[src/rtl/sap_pkg.sv]
// Shared types and default sizes for the programmable SAP RAM block.
package sap_pkg;

   localparam int DEF_DATA_W = 8;
   localparam int DEF_ADDR_W = 4;

   // Program-mode loader: one pass through WRITE/INC per button press,
   // then HOLD until the button is released.
   typedef enum logic [1:0] {
      ST_IDLE,
      ST_WRITE,
      ST_INC,
      ST_HOLD
   } ld_state_t;

endpackage

[src/rtl/ram_prog_button_sync.sv]
// Brings the front-panel program button into the clock domain and flags
// its rising edge. A pulse that misses every clock edge is simply lost.
module ram_prog_button_sync (
   input  logic clk,
   input  logic clear,
   input  logic btn,
   output logic s2,
   output logic rise
);

   logic s1;
   logic s3;

   // Two-flop synchroniser plus a delayed copy for edge detection.
   always_ff @(posedge clk) begin
      if (clear) begin
         s1 <= 1'b0;
         s2 <= 1'b0;
         s3 <= 1'b0;
      end else begin
         s1 <= btn;
         s2 <= s1;
         s3 <= s2;
      end
   end

   assign rise = s2 & ~s3;

endmodule

[src/rtl/ram_prog.sv]
// SAP RAM + MAR with run-mode bus access and a dipswitch program loader.
// The loader writes one byte per button press and optionally steps MAR.
module ram_prog
   import sap_pkg::*;
#(
   parameter int DATA_W   = DEF_DATA_W,
   parameter int ADDR_W   = DEF_ADDR_W,
   parameter bit AUTO_INC = 1'b1
) (
   input  logic              clk,
   input  logic              clear,
   input  logic              prog_mode,
   input  logic [ADDR_W-1:0] dip_addr,
   input  logic [DATA_W-1:0] dip_data,
   input  logic              addr_select,
   input  logic              load_mar_n,
   input  logic [DATA_W-1:0] bus_in,
   input  logic              write_enable_n,
   input  logic              prog_btn,
   input  logic              bus_enable_n,
   output logic [DATA_W-1:0] bus_out,
   output logic              bus_drive,
   output logic [ADDR_W-1:0] mar_q,
   output logic              prog_busy,
   output logic              prog_done
);

   localparam int DEPTH = 2 ** ADDR_W;

   logic [DATA_W-1:0] mem [DEPTH];
   ld_state_t         state_q, state_d;
   logic              s2, rise;
   logic              prog_wr, prog_inc;
   logic [ADDR_W-1:0] mar_src;

   ram_prog_button_sync u_btn (
      .clk   (clk),
      .clear (clear),
      .btn   (prog_btn),
      .s2    (s2),
      .rise  (rise)
   );

   assign mar_src   = addr_select ? bus_in[ADDR_W-1:0] : dip_addr;
   assign bus_drive = ~bus_enable_n;
   assign bus_out   = bus_drive ? mem[mar_q] : '0;

   // Loader state register.
   always_ff @(posedge clk) begin
      if (clear) state_q <= ST_IDLE;
      else       state_q <= state_d;
   end

   // Loader next state and strobes; leaving program mode aborts at once.
   always_comb begin
      state_d   = state_q;
      prog_busy = (state_q != ST_IDLE);
      prog_done = (state_q == ST_INC);
      prog_wr   = (state_q == ST_WRITE) && prog_mode;
      prog_inc  = (state_q == ST_INC) && prog_mode && AUTO_INC;
      case (state_q)
         ST_IDLE:  if (prog_mode && rise) state_d = ST_WRITE;
         ST_WRITE: state_d = prog_mode ? ST_INC : ST_IDLE;
         ST_INC:   state_d = prog_mode ? ST_HOLD : ST_IDLE;
         ST_HOLD:  if (!prog_mode || !s2) state_d = ST_IDLE;
         default:  state_d = ST_IDLE;
      endcase
   end

   // MAR: the loader owns it while busy, otherwise the controller loads it.
   always_ff @(posedge clk) begin
      if (clear)
         mar_q <= '0;
      else if (prog_inc)
         mar_q <= mar_q + ADDR_W'(1);
      else if (!load_mar_n && !prog_busy)
         mar_q <= mar_src;
   end

   // Memory writes use the pre-edge MAR; contents survive clear.
   always_ff @(posedge clk) begin
      if (!clear) begin
         if (prog_wr)
            mem[mar_q] <= dip_data;
         else if (!prog_mode && !write_enable_n)
            mem[mar_q] <= bus_in;
      end
   end

endmodule

[config.mk]
export PLATFORM = sky130hd
export DESIGN_NAME = ram_prog
export DESIGN_NICKNAME = d
export VERILOG_FILES = /design/src/rtl/sap_pkg.sv /design/src/rtl/ram_prog_button_sync.sv /design/src/rtl/ram_prog.sv
export SDC_FILE = /design/constraint.sdc
export NUM_CORES = 1
export LEC_CHECK = 0
export BUFFER_PORTS_ARGS = -buffer_cell sky130_fd_sc_hd__buf_2
export CORE_MARGIN = 2
export CORE_UTILIZATION = 25
export CTS_CLUSTER_DIAMETER = 150
export DETAILED_ROUTE_END_ITERATION = 7
export MAX_ROUTING_LAYER = met4
export PLACE_DENSITY = 0.37
export SLEW_MARGIN = 0
export SYNTH_ARGS = -nofsm -noshare
export SYNTH_HDL_FRONTEND = slang
export SYNTH_SLANG_ARGS = --single-unit
export TNS_END_PERCENT = 10
[constraint.sdc]
create_clock -name clk -period 2.7 [get_ports clk]
set_input_delay 0.135 -clock clk [delete_from_list [all_inputs] [get_ports clk]]
set_output_delay 0.135 -clock clk [all_outputs]
set_load 0.01 [all_outputs]
# Word level (Yosys, flattened, before mapping)
# Memories as Yosys holds them, arrays and structs flattened. A register that Yosys moved wholly into a read port is not among the register bits.
# Index checks and enable logic that the tools add are counted.
[classes] addsub=1 n_eq_ne=5 mux=19 n_bitwise=4 n_reduce_logical=15
[ops] op="$mux W4" count=5
[ops] op="$mux W8" count=2
[ops] op="$mux W2" count=4
[ops] op="$pmux W2 S4" count=1
[ops] op="$mux W1" count=7
[ops] op="$logic_and A1 B1 Y1" count=5
[ops] op="$logic_not A1 Y1" count=5
[ops] op="$add A4 B1 Y4 const B" count=1
[ops] op="$eq A2 B2 Y1 const B" count=2
[ops] op="$ne A2 B2 Y1 const B" count=2
[ops] op="$reduce_bool A2 Y1" count=2
[ops] op="$eq A2 B1 Y1 const B" count=1
[ops] op="$logic_not A2 Y1" count=1
[ops] op="$not A1 Y1" count=2
[ops] op="$reduce_and A2 Y1" count=1
[ops] op="$and A1 B1 Y1" count=1
[ops] op="$logic_or A1 B1 Y1" count=1
[ops] op="$or A1 B1 Y1" count=1
[word_totals] ff_bits=9 ram_bits=128 in_bits=28 wordCells=50 n_memories=1
[mem_list] memory="mem" depth=16 width=8 read_ports=1 rd_ports_with_merged_regs=1 write_ports=1 line="ram_prog.sv:30" source="logic [DATA_W-1:0] mem [DEPTH];"

# Longest topological paths before layout
[logic_depth] depth_word=7 mapped_depth=7 mapped_depth_nobuf=4

# Cells and area by module
# From an unflattened synthesis, not the netlist that was laid out.
[hier_totals] cells_unflattened=361 hier_area_um2=5806.8
[modules_own_cells] module="ram_prog" n_inst=1 cells_per_inst=354 area_each_um2=5719.2
[modules_own_cells] module="ram_prog_button_sync" n_inst=1 cells_per_inst=7 area_each_um2=87.6

# Least setup slack after synthesis
# OpenSTA, ideal clock, no wires.
[synth_path] kind="reg-to-reg" from="register state_q[1]" to="memory mem[3][0] (netlist bit) (enable)" t_arrival_ns=1.500 t_required_ns=2.317 slack_ns=0.816 path_stages_with_launch=6 path_buffers=1 period_less_slack_ns=1.884 path_cell_list="dfxtp_1 buf_2 nand3b_1 a21oi_2 nand2_1 nor3_1"
[synth_via] elab_chain_cells=6
[synth_lines] item="start, declared" line="ram_prog.sv:31" source="ld_state_t state_q, state_d;"
[synth_lines] item="start signal, assigned" line="ram_prog.sv:51" source="else state_q <= state_d;"
[synth_lines] item="$eq A2 B1 Y1 *" line="ram_prog.sv:59" source="prog_wr = (state_q == ST_WRITE) && prog_mode;"
[synth_lines] item="$logic_and A1 B1 Y1 *" line="ram_prog.sv:59"
[synth_lines] item="$mux W1" line="ram_prog.sv:83" source="if (prog_wr)"
[synth_lines] item="$mux W1" line="ram_prog.sv:82" source="if (!clear) begin"
[synth_lines] item="$mux W1 (on tied branches)" line="ram_prog.sv:84, ram_prog.sv:86"
[synth_lines] item="$or A1 B1 Y1 (no source line) *"
[synth_lines] item="end, declared" line="ram_prog.sv:30"
# Mark *: on every way between the ends. The rest lies on a longest branch, timed or not.

==> summary.txt <==
Run status
  – Status: finished, final reports clean

CTS
  – CTS resizes: 0
  – CTS root buf: clkbuf_16
  – Clock slew at reported path FFs: about 0.06 ns
  – Htree depth: 4
  – TritonCTS clock tree: yes
  – Number of CTS-inserted buffers: 17
  – Clock Tree Buf Depth: 2
  – CTS Sinks: 141
  – Worst-skew pair later-pin latency: ~0.42 ns

Pwr
  – Pwr Density: between 700 and 800 nW/µm²
  – Sequential Power Share: 0.460
  – Logic pwr share: 0.068
  – Sw power: around 1.1 mW
  – Power Internal: about 4.2 mW
  – Max rail drop VDD: between 0.3 and 0.4 mV
  – Leakage power total: about 2.4 nW
  – Power Total: around 5.3 mW
  – Sw Ratio: 0.214
  – Clk pwr share: 0.472

Final layout
  – Storage cell area: slightly above 4000 µm²
  – Fill count: around 2200
  – Share of cells above drive strength 1: 0.250
  – Design area: about 7000 µm²
  – Multi-input logic area: around 1500 µm²
  – N_diodes: 0
  – Area delta synth->final: 21.4%
  – # nets final: between 400 and 500

Run
  – Max-cap violation count: 0

Floorplan
  – Rows: between 50 and 60
  – Die Span Y: 156 µm
  – Core Region: ~23000 µm²
  – Initial Util: 0.255
  – # IOs: between 40 and 50
  – Horiz. Die Dim: roughly 160 µm
  – Die area: between 20000 and 25000 µm²

Critical path
  – Startpoint types: register
  – Worst-path fanout max: 27
  – Setup slack, reg-to-reg: between 0.9 and 1 ns
  – Reg2reg start: state_q[1]
  – CP Data Arrival Time: about 2.2 ns
  – RR Endpoint: mem[1][0]
  – Classification of the worst setup path: register to output port
  – Crit-path slowest cell: dfxtp_4
  – Crit end category: output port
  – Worst Path Required: between 2 and 3 ns
  – Top delay family on crit path: flip-flops
  – CP cell instances: buf_12 -> mux2i_1 -> a22oi_1 -> nand2_1 -> o21ai_1 -> buf_2
  – CP max stage delay: 0.62 ns
  – WP depth: 6
  – CP Buf/Inv Count: 2
  – CP endpoint: bus_out[6]
  – Worst reg-to-reg path cell count: 5

Yosys
  – Synth unique cells: 37
  – Post-synthesis xor/xnor area fraction: 0.00151
  – Mux cell area share after synthesis: 0.134
  – Syn Std Cell Area: about 5800 µm²
  – Average size of a mapped cell: 16.1 µm²
  – Adder-cell share of the synthesized area: 0.00863
  – Register bit count reported by yosys: between 100 and 150
  – Simple-gate area share of the yosys netlist: 0.0606
  – Post-synthesis sequential area ratio: 0.708
  – Largest family of logic cells by synthesized area: multiplexers
  – Syn nets: just under 400
  – Mapped Cells: between 300 and 400
  – Synth Area in Compound Gates: 0.0587
  – Synth warn: 0

Place
  – DP Worst Slack: roughly 0.76 ns
  – Hpwl dp: between 9000 and 10000 µm
  – GP Congestion: a little under 0.8
  – Placed cell areas: around 6400 µm²
  – IO Port Bufs: 42

Global routing
  – Remaining Overflow, GRT: 0
  – Antenna violations before repair: 0
  – Largest net degree at the start of global routing: 28
  – First-pass GRT wire length: about 22000 µm
  – Vias in the first global route: 3304
  – Global Route Usage Sum: 0.130

Timing
  – Final setup viols: 0
  – Skew final: about 0.0078 ns
  – Tcrit/Tclk final: 0.872
  – RSZ-0062 raised after global routing: no
  – Worst-Margin Slew: a little under 0.7 ns
  – Final min period: about 2.4 ns
  – Final Hold Fails: 0
  – Worst setup margin: around 0.34 ns
  – Slew Limit Headroom: 0.543
  – Setup TNS: 0 ns
  – Max Fclk: roughly 0.42 GHz
  – Slew Limit Fails: 0

Drt
  – Post-route ant nets: 0
  – Initial DRT Pass Iterations: 4
  – Via count: 3253
  – DRC: 0
  – Routed WL: 14400 µm
  – Per-cell routed wire length: slightly below 20 µm
  – DR vias/cell: ~4.5
  – Iteration-0 DRC count of the detailed router: just under 200

Worst hold path
  – Worst Hold Class: primary input to register
-- registers in the layout, indices dropped and copies added (netlist names), named ones only --
signal	count
u_btn.s2	1
mem	128
mar_q	4
state_q	2
u_btn.s1	1
u_btn.s3	1
-- final cells by class --
class,instances,area share
sequential,141,0.584
multi-input combinational,200,0.217
clock buffer,17,0.0605
timing repair buffer,63,0.0544
tap,285,0.0507
clock inverter,15,0.0311
inverter,4,0.00213
-- cell usage after synthesis (all sizes together) --
cell,n,area [µm²]
mux2i,61,611
a22oi,29,218
nor2b,6,37.5
xor2,1,8.76
nor3,5,25.0
a31oi,2,12.5
inv,4,15.0
and3b,1,8.76
nand2b,5,31.3
or3,1,6.26
clkbuf,2,7.51
and2,1,6.26
edfxtp,128,3840
o22ai,1,6.26
a21oi,6,33.8
o21bai,1,7.51
or2,2,12.5
buf,14,141
dfxtp,13,260
and2b,1,7.51
o211ai,1,7.51
nor3b,1,7.51
mux2,9,101
mux4,3,67.6
nor2,17,73.8
o21ai,11,55.1
nand2,20,75.1
ha,4,50.1
nand3b,2,15.0
nand3,9,45.0
-- per-stage QoR --
step,hold slack (ns),utilization,cells
6_report,0.0337,0.310,725
5_1_grt,0.0385,0.310,725
4_1_cts,0.0141,0.310,725
3_5_place_dp,0.364,0.281,692
3_3_place_gp,0.362,0.281,692
2_1_floorplan,0.263,-,361
-- power by group through the flow --
stage                     clock (mW)  combinational (mW)  sequential, mW
after floorplan                    0               0.244            2.47
after global placement             0               0.366            2.50
after detailed placement           0               0.371            2.50
after CTS                       2.58               0.373            2.45
after global routing            2.69               0.399            2.45
final                           2.52               0.363            2.45
-- what timing repair did --
| item | 4_1_cts | 5_1_grt |
|---|---|---|
| hold endpoints to repair | 1 | 0 |
| buffers inserted | 0 | 0 |
| hold buffers | 1 | 0 |
-- kinds of logic (layout without fill, tap and decap cells) --
group	after synthesis	count (layout)
AOI/OAI and AO/OA	51	51
xor gates and xnor gates	1	1
buffers and inverters	20	99
DFF	141	141
muxes	73	73
adders and majority gates	4	4
and+or+nand+nor	71	71
-- worst min-delay path by stage --
stage	start	slack (ns)	depth (start not counted)	end
finish	prog_mode	0.03	3	state_q[0]
global placement	prog_btn	0.36	2	u_btn.s1
global route	prog_mode	0.04	3	state_q[0]
floorplan	prog_btn	0.26	1	u_btn.s1
detailed placement	prog_btn	0.36	2	u_btn.s1
CTS	prog_mode	0.01	3	state_q[0]
-- tightest hold or removal path: stages --
cell      delay, ns
buf_2          0.12
nand2b_1       0.09
a21oi_1        0.04
-- per-layer routing --
layer  vias to the layer above  routed length, µm  global-route usage
met3                         9                498              0.0307
met2                        81               6340               0.184
met5                         -                  0                   -
met1                      1632               7440               0.184
li1                       1531                  -                   -
met4                         0                 98              0.0380
-- placed cells by master (no fill, tap or decap), types with 5 or more instances in the layout --
cell / instances
a22oi_1: 29
a21oi_1: 5
bufinv_16: 5
nor3_1: 5
clkbuf_16: 17
mux2_2: 9
nor2b_1: 6
nand2_1: 20
o21ai_1: 11
buf_2: 42
nor2_1: 15
dfxtp_1: 12
buf_4: 19
mux2i_1: 61
edfxtp_1: 128
nand2b_1: 5
nand3_1: 9
No activity file was read; power rests on OpenSTA's default activity.
